$ cat config.mk
export PLATFORM = sky130hd
export DESIGN_NAME = register_file_mp
export DESIGN_NICKNAME = d
export VERILOG_FILES = /design/src/rtl/regfile_pkg.sv /design/src/rtl/regfile_rd_port.sv /design/src/rtl/register_file_mp.sv
export SDC_FILE = /design/constraint.sdc
export NUM_CORES = 2
export LEC_CHECK = 0
export BUFFER_PORTS_ARGS = -buffer_cell sky130_fd_sc_hd__clkbuf_2
export CORE_MARGIN = 2
export CORE_UTILIZATION = 55
export DETAILED_ROUTE_END_ITERATION = 10
export MAX_ROUTING_LAYER = met4
export PLACE_DENSITY = 0.72
export SLEW_MARGIN = 5
export SYNTH_ARGS = -nofsm -noshare
export SYNTH_HDL_FRONTEND = slang
export SYNTH_SLANG_ARGS = --single-unit
$ cat constraint.sdc
create_clock -name clk -period 35.2 [get_ports clk]
set_input_delay 3.52 -clock clk [delete_from_list [all_inputs] [get_ports clk]]
set_output_delay 3.52 -clock clk [all_outputs]
set_load 0.1 [all_outputs]
$ cat src/rtl/regfile_pkg.sv
`default_nettype none
// +----------------------------------------------------------------------+
// | regfile_pkg : shared types and default sizes for register_file_mp     |
// | Rev 1.0                                                              |
// +----------------------------------------------------------------------+
package regfile_pkg;

  localparam int RF_DATA_W = 32;
  localparam int RF_ADDR_W = 5;
  localparam int RF_NUM_RD = 2;

  typedef enum logic [0:0] {
    RF_IDLE  = 1'b0,
    RF_CLEAR = 1'b1
  } rf_state_t;

endpackage
`default_nettype wire

$ cat src/rtl/regfile_rd_port.sv
`default_nettype none
// +----------------------------------------------------------------------+
// | regfile_rd_port : one combinational read port, r0 forced to zero,    |
// | optional write bypass when REGFILE_BYPASS_EN is defined. Rev 1.0     |
// +----------------------------------------------------------------------+
module regfile_rd_port
  import regfile_pkg::*;
#(
  parameter int DATA_W = RF_DATA_W,
  parameter int ADDR_W = RF_ADDR_W
) (
  output logic [DATA_W-1:0]             rd_data,
  input  logic [ADDR_W-1:0]             addr,
  input  logic [(2**ADDR_W)*DATA_W-1:0] regs_flat
`ifdef REGFILE_BYPASS_EN
  ,
  input  logic                          byp_valid,
  input  logic [ADDR_W-1:0]             byp_addr,
  input  logic [DATA_W-1:0]             byp_data
`endif
);

  always_comb begin
    rd_data = '0;
    if (addr != '0) begin
      rd_data = regs_flat[int'(addr)*DATA_W +: DATA_W];
`ifdef REGFILE_BYPASS_EN
      if (byp_valid && (byp_addr == addr)) begin
        rd_data = byp_data;
      end
`endif
    end
  end

endmodule
`default_nettype wire

$ cat src/rtl/register_file_mp.sv
`default_nettype none
// +----------------------------------------------------------------------+
// | register_file_mp : multi-read-port register file with bulk-clear     |
// | engine and debug tap; bypass via REGFILE_BYPASS_EN. Rev 1.0          |
// +----------------------------------------------------------------------+
module register_file_mp
  import regfile_pkg::*;
#(
  parameter int DATA_W  = RF_DATA_W,
  parameter int ADDR_W  = RF_ADDR_W,
  parameter int NUM_RD  = RF_NUM_RD,
  parameter int DBG_IDX = 3
) (
  input  logic                     clk,
  input  logic                     reset,
  input  logic                     reg_write,
  input  logic [ADDR_W-1:0]        rd_addr,
  input  logic [DATA_W-1:0]        write_data,
  input  logic [NUM_RD*ADDR_W-1:0] rs_addr,
  output logic [NUM_RD*DATA_W-1:0] rs_data,
  input  logic                     clr_req,
  output logic                     clr_busy,
  output logic                     wr_drop,
  output logic [DATA_W-1:0]        debug_reg
);

  localparam int              NUM_REGS  = 2**ADDR_W;
  localparam logic [ADDR_W-1:0] c_last_idx = {ADDR_W{1'b1}};
  localparam logic [ADDR_W-1:0] c_dbg_idx  = ADDR_W'(DBG_IDX);

  logic [DATA_W-1:0]          r_regs [NUM_REGS];
  logic [NUM_REGS*DATA_W-1:0] w_regs_flat;
  rf_state_t                  r_state;
  rf_state_t                  w_state_nxt;
  logic [ADDR_W-1:0]          r_idx;
  logic [ADDR_W-1:0]          w_idx_nxt;
  logic                       w_clr_busy;
  logic                       w_wr_req;
  logic                       w_wr_en;
  logic                       r_wr_drop;

  assign w_wr_req = reg_write && (rd_addr != '0);
  assign w_wr_en  = w_wr_req && !w_clr_busy;

  always_ff @(posedge clk or posedge reset) begin
    if (reset) begin
      r_state <= RF_IDLE;
      r_idx   <= '0;
    end else begin
      r_state <= w_state_nxt;
      r_idx   <= w_idx_nxt;
    end
  end

  always_comb begin
    w_state_nxt = r_state;
    w_idx_nxt   = r_idx;
    case (r_state)
      RF_IDLE: begin
        if (clr_req) begin
          w_state_nxt = RF_CLEAR;
          w_idx_nxt   = ADDR_W'(1);
        end
      end
      RF_CLEAR: begin
        if (r_idx == c_last_idx) begin
          w_state_nxt = RF_IDLE;
          w_idx_nxt   = '0;
        end else begin
          w_idx_nxt = r_idx + ADDR_W'(1);
        end
      end
      default: begin
        w_state_nxt = RF_IDLE;
        w_idx_nxt   = '0;
      end
    endcase
  end

  always_comb begin
    w_clr_busy = (r_state == RF_CLEAR);
  end

  // The clear engine owns the array while busy; a write in the same edge as
  // clr_req still lands because the engine is IDLE at that edge.
  always_ff @(posedge clk or posedge reset) begin
    if (reset) begin
      for (int i = 0; i < NUM_REGS; i++) begin
        r_regs[i] <= '0;
      end
    end else if (w_clr_busy) begin
      r_regs[r_idx] <= '0;
    end else if (w_wr_en) begin
      r_regs[rd_addr] <= write_data;
    end
  end

  always_ff @(posedge clk or posedge reset) begin
    if (reset) begin
      r_wr_drop <= 1'b0;
    end else begin
      r_wr_drop <= w_wr_req && w_clr_busy;
    end
  end

  genvar gi;
  generate
    for (gi = 0; gi < NUM_REGS; gi++) begin : g_flat
      assign w_regs_flat[gi*DATA_W +: DATA_W] = r_regs[gi];
    end

    for (gi = 0; gi < NUM_RD; gi++) begin : g_rd_port
      regfile_rd_port #(
        .DATA_W (DATA_W),
        .ADDR_W (ADDR_W)
      ) u_rd_port (
        .rd_data   (rs_data[gi*DATA_W +: DATA_W]),
        .addr      (rs_addr[gi*ADDR_W +: ADDR_W]),
        .regs_flat (w_regs_flat)
`ifdef REGFILE_BYPASS_EN
        ,
        .byp_valid (w_wr_en),
        .byp_addr  (rd_addr),
        .byp_data  (write_data)
`endif
      );
    end
  endgenerate

  assign clr_busy  = w_clr_busy;
  assign wr_drop   = r_wr_drop;
  assign debug_reg = r_regs[c_dbg_idx];

endmodule
`default_nettype wire

==> summary.md <==
| Metric | Value |
|---|---|
| Number of synthesized register bits | 1031 |
| Worst-path cell chain | buf_8 -> buf_4 -> or4_2 -> o21ai_0 -> a311oi_1 -> clkbuf_2 |
| Number of hold-repair buffers added at the cts stage | 0 |
| Final clock period utilization by the worst path | 0.335 |
| Worst-case clock buffer depth | 3 |
| Achievable clock frequency | 84.7 MHz |
| TritonCTS clock tree | yes |
| Final WS setup | 23.40 ns |
| Global-route usage over all layers | 0.423 |
| Worst voltage drop across the vdd grid | 0.0463 mV |
| Count of pins on the block boundary | 149 |
| Net Switching | 1180 uW |
| Reg2reg setup slack | 31.43 ns |
| Post-DP Area | 0.0548 mm^2 |
| Initial antenna violation count | 3 |
| Total gr overflow | 0 |
| Post-placement setup slack | 23.77 ns |
| Number of cells upsized or downsized after cts | 0 |
| Clock root buffer | sky130_fd_sc_hd__clkbuf_16 |
| Count of standard-cell rows | 114 |
| Max-cap violation count | 0 |
| Drt first-iter violations | 6206 |
| Number of flip-flops under the largest register name | 992 |
| Number of unique standard cell types used by synthesis | 44 |
| Gp weighted congestion | 0.888 |
| Number of post-CTS setup repair buffers | 0 |
| # H-tree levels | 3 |
| Clock share of power | 0.345 |
| Number of buffers created by CTS | 108 |
| Number of enable-type register cells in the synthesized netlist | 0 |
| Data arrival time at the worst-slack endpoint | 8.28 ns |
| Required time of the critical path | 31.68 ns |
| Commonest non-fill, non-tap cells in the layout | sky130_fd_sc_hd__dfrtp_1, sky130_fd_sc_hd__a22o_1, sky130_fd_sc_hd__mux4_2 |
| Switching power as a share of total power | 0.325 |
| Vertical die dimension | 315 um |
| Kind of start point of the critical path | input pin |
| Number of pins with negative max-slew slack in the final report | 0 |
| Pwr per Cell Area | 62.2 mW/mm^2 |
| Vias in the first global route | 41500 |
| Worst min-delay path category | reg2reg |
| Critical path buffers and inverters | 3 |
| Comb power frac | 0.236 |
| Via count | 41300 |
| Fraction of final layout cells sized beyond drive strength 1 | 0.275 |
| Most used flip-flop cell after synthesis | sky130_fd_sc_hd__dfrtp_1 |
| Slew HR | 0.0273 |
| Net Count, Synth | 3890 |
| # setup viols final | 0 |
| Critical path type | in2out |
| CP top delay family | buffers and inverters |
| Total number of clock tree sinks | 1031 |
| Status | finished, final reports clean |
| Area of the die | 0.0992 mm^2 |
| Yosys warning total | 0 |
| Remaining number of nets flagged by the antenna check after routing | 0 |
| Sequential share of the synthesized area | 0.485 |
| Via-per-instance ratio | 8.18 |
| Fin nets | 3732 |
| Pleak | 0.0260 uW |
| Clock transition at the register clock pins on the worst setup and hold paths after CTS | 0.06 ns |
| Initial core utilization | 0.552 |
| Top fanout value on the critical path | 68 |
| Cells after DPL | 4841 |
| Post-DR wirelength/cell | 40.1 um |
| Cells after synthesis | 3834 |
| Number of hold violations in the final report | 0 |
| Wire length after detailed routing | 202 mm |
| Mapped Avg Cell Area | 13.9 um^2 |
| Area Overhead vs Synth | 10.3% |
| Cell area after synthesis | 0.0532 mm^2 |
| Quantity of I/O buffers inserted on ports | 148 |
| Final HPWL from detailed placement | 109 mm |
| Wire length of the first global-routing pass | 293 mm |
| DRC violations left | 0 |
| Final design area excluding fillers | 0.0587 mm^2 |
| Transition time at the pin with the least slew margin | 1.46 ns |
| Clock insertion delay at the later pin of the skew report | 0.73 ns |
| Commonest non-fill, non-tap cell in the layout | sky130_fd_sc_hd__dfrtp_1 |
| Pin count of the biggest net entering global routing | 175 |
| Proportion of register bits with asynchronous set or reset after synthesis | 1.00 |
| Final worst clock skew | 0.0245 ns |
| Final-layout setup total negative slack | 0 ns |
| RSZ-0062 raised after global routing | no |
| Horizontal extent of the die | 315 um |
| Area of the core region | 0.0963 mm^2 |
| Final critical-path required period | 11.80 ns |
| Kind of end point of the critical path | output pin |
| Length of the first detailed-routing pass in iterations | 6 |
| Crit-path max cell delay | 1.27 ns |
| Cell Count, Final, Fillers Out | 5047 |
| Share of total power in sequential cells | 0.419 |
| Worst-path cell with the longest stage delay | sky130_fd_sc_hd__or4_2 |
| P_int | 2460 uW |
-- logic make-up after synthesis --
logic type / Yosys count / synth area share
muxes: 640 / 0.227
and+or+nand+nor: 219 / 0.0250
xor gates and xnor gates: 2 / 0.000329
adders and majority gates: 5 / 0.00118
buffers and inverters: 541 / 0.0443
DFF: 1031 / 0.485
AOI/OAI and AO/OA: 1396 / 0.217
-- final timing paths --
check | endpoint | start | cells after the start
worst max-delay path | rs_data[35] | rs_addr[6] | 6
worst max register to register | r_regs[19] | clr_busy | 7
max in group asynchronous | r_regs[808] | reset | 6
worst min-delay path | r_regs[1021] | r_regs[1021] | 1
min in group asynchronous | r_regs[982] | reset | 2
worst min register to register | r_regs[1021] | r_regs[1021] | 1
-- final cells by class --
cell class                      count  area [um^2]
Timing Repair Buffer              264         1730
Multi-Input combinational cell   2262        25600
Antenna cell                        6         15.0
Clock inverter                     49          749
Clock buffer                      150         3120
Tap cell                         1276         1600
Sequential cell                  1031        25800
Inverter                            9         43.8
Fill cell                        7096        37600
-- Yosys cell counts (6+ instances only) --
master | instances | area, um^2
sky130_fd_sc_hd__o2111ai_1 | 18 | 158
sky130_fd_sc_hd__mux2_2 | 64 | 721
sky130_fd_sc_hd__mux2i_1 | 128 | 1280
sky130_fd_sc_hd__a311oi_1 | 64 | 561
sky130_fd_sc_hd__a211oi_1 | 64 | 480
sky130_fd_sc_hd__nand2b_1 | 6 | 37.5
sky130_fd_sc_hd__nor2b_1 | 69 | 432
sky130_fd_sc_hd__dfrtp_1 | 1031 | 25800
sky130_fd_sc_hd__a221oi_1 | 46 | 403
sky130_fd_sc_hd__buf_2 | 142 | 711
sky130_fd_sc_hd__nor3_4 | 6 | 97.6
sky130_fd_sc_hd__nor3_2 | 9 | 90.1
sky130_fd_sc_hd__a22oi_1 | 64 | 480
sky130_fd_sc_hd__and2_1 | 37 | 231
sky130_fd_sc_hd__clkbuf_1 | 346 | 1300
sky130_fd_sc_hd__nand2_1 | 42 | 158
sky130_fd_sc_hd__mux4_2 | 448 | 10100
sky130_fd_sc_hd__o21ai_0 | 103 | 515
sky130_fd_sc_hd__o21ai_1 | 9 | 45.0
sky130_fd_sc_hd__a22o_1 | 992 | 8690
sky130_fd_sc_hd__a21oi_1 | 27 | 135
sky130_fd_sc_hd__inv_1 | 9 | 33.8
sky130_fd_sc_hd__nor2_1 | 25 | 93.8
sky130_fd_sc_hd__buf_4 | 40 | 300
-- worst reg2reg max path, delay by kind of cell (launching register included) --
kind	cells	cell delay, ns
AOI/OAI and AO/OA	2	0.64
buffers and inverters	3	1.43
DFF	1	0.44
and+or+nand+nor	2	1.16
-- routing by layer --
| metal | vias up | routed length, um | track usage |
|---|---|---|---|
| met3 | 958 | 31000 | 0.152 |
| met5 | - | 0 | - |
| li1 | 15300 | - | - |
| met1 | 21200 | 69900 | 0.541 |
| met2 | 3816 | 86100 | 0.577 |
| met4 | 0 | 15300 | 0.256 |
-- power groups by stage --
stage,Combinational (uW),Sequential (uW),Clock [uW]
after floorplan,610,1500,0
after global placement,822,1530,0
after detailed placement,840,1540,0
after CTS,842,1520,1260
after global routing,890,1550,1310
final,861,1530,1260
-- per-stage QoR --
step	power, uW	utilization	hold WS [ns]
finish	3650	0.610	0.508
floorplan	2110	-	0.467
global route	3750	0.609	0.521
global placement	2350	0.569	0.483
CTS	3620	0.609	0.510
detailed placement	2370	0.569	0.491
Power figures use the tool's default switching activity.
